## src/rtl/xbar_alloc.sv

```systemverilog
// Switch allocator for a 5x5 router crossbar.
// Round-robin arbitration per output, with a per-output lock that holds one
// input on an output for the whole of a multi-flit packet. Grants, selects
// and output valids are combinational. Pointers, locks and err are registered.
module xbar_alloc #(
    parameter int NPORT = 5,
    parameter int SEL_W = 3
) (
    input  logic             clk,
    input  logic             rst,
    input  logic [NPORT-1:0] req_valid,
    input  logic [SEL_W-1:0] req_port0,
    input  logic [SEL_W-1:0] req_port1,
    input  logic [SEL_W-1:0] req_port2,
    input  logic [SEL_W-1:0] req_port3,
    input  logic [SEL_W-1:0] req_port4,
    input  logic [NPORT-1:0] req_last,
    input  logic [NPORT-1:0] out_ready,
    output logic [NPORT-1:0] gnt,
    output logic [SEL_W-1:0] ctl0,
    output logic [SEL_W-1:0] ctl1,
    output logic [SEL_W-1:0] ctl2,
    output logic [SEL_W-1:0] ctl3,
    output logic [SEL_W-1:0] ctl4,
    output logic [NPORT-1:0] ovalid,
    output logic [NPORT-1:0] lock_busy,
    output logic             err
);

    logic [SEL_W-1:0] req_port [NPORT];
    logic [NPORT-1:0] win_vec;
    logic [SEL_W-1:0] win_id_arr [NPORT];
    logic [NPORT-1:0] illegal;
    logic             err_reg;

    assign req_port[0] = req_port0;
    assign req_port[1] = req_port1;
    assign req_port[2] = req_port2;
    assign req_port[3] = req_port3;
    assign req_port[4] = req_port4;

    // Modulo-NPORT increment of an input index (base is always 0..NPORT-1).
    function automatic logic [SEL_W-1:0] wrap_add(input logic [SEL_W-1:0] base, input int step);
        int sum;
        sum = int'(base) + step;
        if (sum >= NPORT) sum = sum - NPORT;
        return SEL_W'(sum);
    endfunction

    genvar gi;

    // One arbiter plus its pointer/lock state per output.
    generate
        for (gi = 0; gi < NPORT; gi++) begin : g_out
            logic [NPORT-1:0] cand;
            logic             scan_hit;
            logic [SEL_W-1:0] scan_id;
            logic             win;
            logic [SEL_W-1:0] win_id;
            logic [SEL_W-1:0] ptr_reg, ptr_next;
            logic             lock_v_reg, lock_v_next;
            logic [SEL_W-1:0] lock_id_reg, lock_id_next;

            // Inputs presenting a legal flit addressed to this output.
            always_comb begin
                cand = '0;
                for (int i = 0; i < NPORT; i++) begin
                    cand[i] = req_valid[i] && (req_port[i] == SEL_W'(gi));
                end
            end

            // Round-robin scan starting at the pointer.
            always_comb begin
                scan_hit = 1'b0;
                scan_id  = '0;
                for (int k = 0; k < NPORT; k++) begin
                    if (!scan_hit && cand[wrap_add(ptr_reg, k)]) begin
                        scan_hit = 1'b1;
                        scan_id  = wrap_add(ptr_reg, k);
                    end
                end
            end

            // Winner selection: lock holder only when locked, else the scan result.
            always_comb begin
                win    = 1'b0;
                win_id = '0;
                if (!rst && out_ready[gi]) begin
                    if (lock_v_reg) begin
                        if (cand[lock_id_reg]) begin
                            win    = 1'b1;
                            win_id = lock_id_reg;
                        end
                    end else if (scan_hit) begin
                        win    = 1'b1;
                        win_id = scan_id;
                    end
                end
            end

            // Pointer advances past the winner; a non-tail flit (re)takes the lock.
            always_comb begin
                ptr_next     = ptr_reg;
                lock_v_next  = lock_v_reg;
                lock_id_next = lock_id_reg;
                if (win) begin
                    ptr_next = (win_id == SEL_W'(NPORT - 1)) ? '0 : win_id + SEL_W'(1);
                    if (req_last[win_id]) begin
                        lock_v_next = 1'b0;
                    end else begin
                        lock_v_next  = 1'b1;
                        lock_id_next = win_id;
                    end
                end
            end

            // Per-output state register.
            always_ff @(posedge clk) begin
                if (rst) begin
                    ptr_reg     <= '0;
                    lock_v_reg  <= 1'b0;
                    lock_id_reg <= '0;
                end else begin
                    ptr_reg     <= ptr_next;
                    lock_v_reg  <= lock_v_next;
                    lock_id_reg <= lock_id_next;
                end
            end

            assign win_vec[gi]    = win;
            assign win_id_arr[gi] = win_id;
            assign lock_busy[gi]  = lock_v_reg & ~rst;
        end
    endgenerate

    // Per-input grant collection and illegal-port detection.
    generate
        for (gi = 0; gi < NPORT; gi++) begin : g_in
            logic hit;

            // An input is granted if any output picked it.
            always_comb begin
                hit = 1'b0;
                for (int o = 0; o < NPORT; o++) begin
                    if (win_vec[o] && (win_id_arr[o] == SEL_W'(gi))) hit = 1'b1;
                end
            end

            assign gnt[gi]     = hit;
            assign illegal[gi] = req_valid[gi] && (req_port[gi] >= SEL_W'(NPORT));
        end
    endgenerate

    // Sticky error on any valid request to a non-existent output.
    always_ff @(posedge clk) begin
        if (rst) begin
            err_reg <= 1'b0;
        end else if (|illegal) begin
            err_reg <= 1'b1;
        end
    end

    assign err    = err_reg;
    assign ovalid = win_vec;
    assign ctl0   = win_id_arr[0];
    assign ctl1   = win_id_arr[1];
    assign ctl2   = win_id_arr[2];
    assign ctl3   = win_id_arr[3];
    assign ctl4   = win_id_arr[4];

endmodule

```

## config.mk

```make
export PLATFORM = sky130hd
export DESIGN_NAME = xbar_alloc
export DESIGN_NICKNAME = d
export VERILOG_FILES = /design/src/rtl/xbar_alloc.sv
export SDC_FILE = /design/constraint.sdc
export NUM_CORES = 1
export LEC_CHECK = 0
export CORE_UTILIZATION = 40
export CTS_CLUSTER_DIAMETER = 120
export DETAILED_ROUTE_END_ITERATION = 12
export HOLD_SLACK_MARGIN = 0.05
export MAX_ROUTING_LAYER = met4
export SETUP_SLACK_MARGIN = 0.2
export SLEW_MARGIN = 20
export SYNTH_ARGS = -nofsm -noshare
export SYNTH_HDL_FRONTEND = slang
export SYNTH_SLANG_ARGS = --single-unit
```

## constraint.sdc

```tcl
create_clock -name clk -period 5.6 [get_ports clk]
set_input_delay 0.56 -clock clk [delete_from_list [all_inputs] [get_ports clk]]
set_output_delay 0.56 -clock clk [all_outputs]
set_load 0.03 [all_outputs]
```

==> impl_metrics.json <==
{
  "drt_wl_total_um": 29610,
  "critPathMaxFanout": 10,
  "worstSetupPathType": "reg2out",
  "cp.arrival_ns": 4.64,
  "io_buffers": 62,
  "multiInputGateArea_um2": 7030,
  "wl_per_cell_um": 19.43,
  "die_y_um": 145.8,
  "fill_cells": 2073,
  "fin_setup_tns_ns": 0,
  "syn_area_per_cell_um2": 7.122,
  "drive_above_1_share": 0.1372,
  "rsz0062_at_grt": "false",
  "fmax_mhz": 192.3,
  "vdd_drop_max_v": 0.0003485,
  "period_needed_ns": 5.201,
  "drtIter0Drc": 751,
  "end_kind": "output pin",
  "ff2ff_setup_slack_ns": 1.30,
  "yosysUniqueCellTypes": 96,
  "cts.clk_slew.worst_paths_ns": 0.06,
  "max_slew_margin": 0.4527,
  "ys_seq_area_frac": 0.08715,
  "clock_latency_ns": 0.29,
  "core_um2": 20230,
  "endpoint": "gnt[4]",
  "place_hpwl_um": 23330,
  "yosysWarnings": 0,
  "cts_sinks": 36,
  "pwr_density_cell_nw_per_um2": 437.1,
  "path_common_cell": "inv_1",
  "crit_start": "g_out[2].ptr_reg[0]$_SDFFE_PP0P_",
  "ys.flop_type": "dfxtp_1",
  "final-setup-viol-count": 0,
  "drtPass1Iterations": 6,
  "hold_class": "reg2reg",
  "pre_cts_ws_ns": 0.2368,
  "diodes": 0,
  "grt_pass1_vias": 8788,
  "overflow": 0,
  "status": "finished, final reports clean",
  "hold_viol": 0,
  "grt_max_degree": 25,
  "maxCapViolCount": 0,
  "required_ns": 5.04,
  "synth_top_cell_area_share": 0.08776,
  "antenna_found_initial": 0,
  "grt_pass1_wl_um": 47000,
  "nNetsFinal": 1348,
  "synth_edf_count": 0,
  "tightest_slew_ns": 0.8095,
  "syn_inst": 1161,
  "vias": 9559,
  "synthArstFlopShare": 0,
  "dieArea_um2": 21250,
  "drv_slew": 0,
  "crit_buf_inv": 6,
  "start_kind": "register",
  "yosys.area.top_type": "ha_1",
  "worstRegToRegCells": 14,
  "syn_nets": 1256,
  "netlist_area_um2": 8269,
  "power.leakage_nw": 4.053,
  "cp.depth": 19,
  "slowest_stage": "or3_4",
  "rows": 52,
  "timing.rr.end": "g_out[3].lock_id_reg[0]$_SDFFE_PP0P_",
  "root_buffer": "clkbuf_16",
  "cts.path.max_buffers": 2,
  "seq_area_um2": 728.2,
  "cpPeakStageDelay_ns": 0.42,
  "start_util": 0.4087,
  "setup_slack_ns": 0.3989,
  "grt_usage": 0.2813,
  "period_share": 0.9288,
  "cts_buffers": 5,
  "area_growth_pct": 18.49,
  "crit_chain": "inv_4 > ha_1 > inv_1 > fa_2 > or3_4 > and3_1 > o211a_1 > or2_2 > o211a_1 > or2_2 > a21oi_2 > buf_4 > inv_1 > ha_1 > inv_1 > nor2_1 > a21oi_1 > nand4_1 > buf_12",
  "routed_via_density": 6.272,
  "cts_tree": "done",
  "cpLargestDelayFamily": "simple AND/OR/NAND/NOR gates",
  "htree_levels": 2,
  "synth_top_cells_by_area": "ha_1 (8.8%), dfxtp_1 (8.7%), mux2i_1 (5.7%), nor2_1 (4.9%), nand2_1 (4.7%)",
  "gp_congestion": 0.9800,
  "io_pins": 63,
  "fin_worst_skew_ns": 0.005647,
  "drc_errors": 0,
  "ant_nets": 0,
  "die_w_um": 145.8,
  "timing.rr.start": "g_out[3].ptr_reg[1]$_SDFFE_PP0P_",
  "synth-seq-cells": 36
}
==> tightest hold or removal path, stage by stage, from the launching register on <==
cell	delay, ns
dfxtp_1	0.34
nand2_1	0.06
o21ai_0	0.06
==> logic make-up after synthesis <==
kind of cell / Yosys count / share of synthesized area
AND/OR/NAND/NOR: 482 / 0.3177
AO/OA/AOI/OAI: 364 / 0.3141
buffers and inverters: 130 / 0.06748
adder cells (fa/ha/maj): 63 / 0.09986
multiplexers: 62 / 0.08821
flip-flops: 36 / 0.08715
XOR/XNOR: 24 / 0.02542
==> worst min path at each step <==
stage	startpoint	end	slack, ns	depth (start not counted)
global placement	g_out[0].lock_id_reg[2]$_SDFFE_PP0P_	g_out[0].lock_id_reg[2]$_SDFFE_PP0P_	0.49	2
finish	g_out[0].lock_id_reg[0]$_SDFFE_PP0P_	g_out[0].lock_id_reg[0]$_SDFFE_PP0P_	0.51	2
detailed placement	g_out[0].lock_id_reg[2]$_SDFFE_PP0P_	g_out[0].lock_id_reg[2]$_SDFFE_PP0P_	0.50	2
floorplan	g_out[0].lock_id_reg[2]$_SDFFE_PP0P_	g_out[0].lock_id_reg[2]$_SDFFE_PP0P_	0.46	2
global route	g_out[0].lock_id_reg[2]$_SDFFE_PP0P_	g_out[0].lock_id_reg[2]$_SDFFE_PP0P_	0.54	2
CTS	g_out[0].lock_id_reg[2]$_SDFFE_PP0P_	g_out[0].lock_id_reg[2]$_SDFFE_PP0P_	0.51	2
==> final cells by class <==
| type | instances | area share |
|---|---|---|
| clock buffers | 6 | 0.01315 |
| clock inverters | 2 | 0.003576 |
| inverters | 64 | 0.02477 |
| multi-input cells | 995 | 0.7175 |
| flip-flops and latches | 36 | 0.07432 |
| well taps | 270 | 0.03448 |
| repair buffers | 151 | 0.1322 |
==> metrics by stage <==
step           utilization  hold slack [ns]  power [mW]  area (um2)  instances
2_1_floorplan            -           0.4628       2.862        8269       1161
3_3_place_gp        0.4725           0.4865       3.816        9560       1513
5_1_grt             0.4842           0.5368       4.617        9798       1524
4_1_cts             0.4808           0.5104       4.177        9729       1521
3_5_place_dp        0.4725           0.4962       3.829        9560       1513
6_report            0.4842           0.5087       4.283        9798       1524
==> where the power goes <==
part	internal, mW	total, mW	switching (mW)
sequential	0.320	0.420	0.0992
combinational	1.46	3.54	2.07
clock	0.210	0.326	0.117
total	1.99	4.28	2.29
==> cell usage in the layout (no fill, tap or decap), drive strengths merged, types with 9 or more instances in the layout <==
cell           netlist  routed
nor2               109     109
nand2              103     103
buf                 28      92
a21oi               75      75
inv                 60      60
ha                  58      58
clkdlybuf4s50        0      57
o21ai               52      52
mux2i               47      47
dfxtp               36      36
nand2b              32      32
nand3               32      32
nor3                31      31
nor2b               26      26
a211oi              25      25
xnor2               22      22
nor4                22      22
o22ai               21      21
o211ai              20      20
o31ai               19      19
or2                 16      16
a31oi               14      14
and2                14      14
a21o                12      12
nor4bb              11      11
or3                 11      11
nand4               10      10
a2111oi             10      10
and3                 9       9
==> per-layer routing <==
metal  vias to the layer above  track usage  wire length (um)
met5                         -            -                 0
met2                       362       0.4409             13290
met1                      4541       0.3767             13510
met4                         0      0.08842               851
met3                        57      0.03103              1958
li1                       4599            -                 -
==> repair_timing <==
item / 4_1_cts / 5_1_grt
hold buffers: 0 / 0
resized for setup: 2 / 18
hold endpoints to repair: 0 / 0
setup buffers: 0 / 3
cloned: 0 / 0
pin swaps: 0 / 3
endpoints found under the setup margin: 2 / 5
==> Yosys cell counts, drive strengths merged (14+ instances only) <==
cell	count
o22ai	21
mux2i	47
nor3	31
buf	28
and2	14
nand3	32
o21ai	52
inv	60
ha	58
a21oi	75
nor2b	26
a211oi	25
o211ai	20
nor4	22
nand2b	32
nand2	103
clkbuf	38
xnor2	22
a31oi	14
or2	16
o31ai	19
nor2	109
dfxtp	36
No activity file was read; power rests on OpenSTA's default activity.
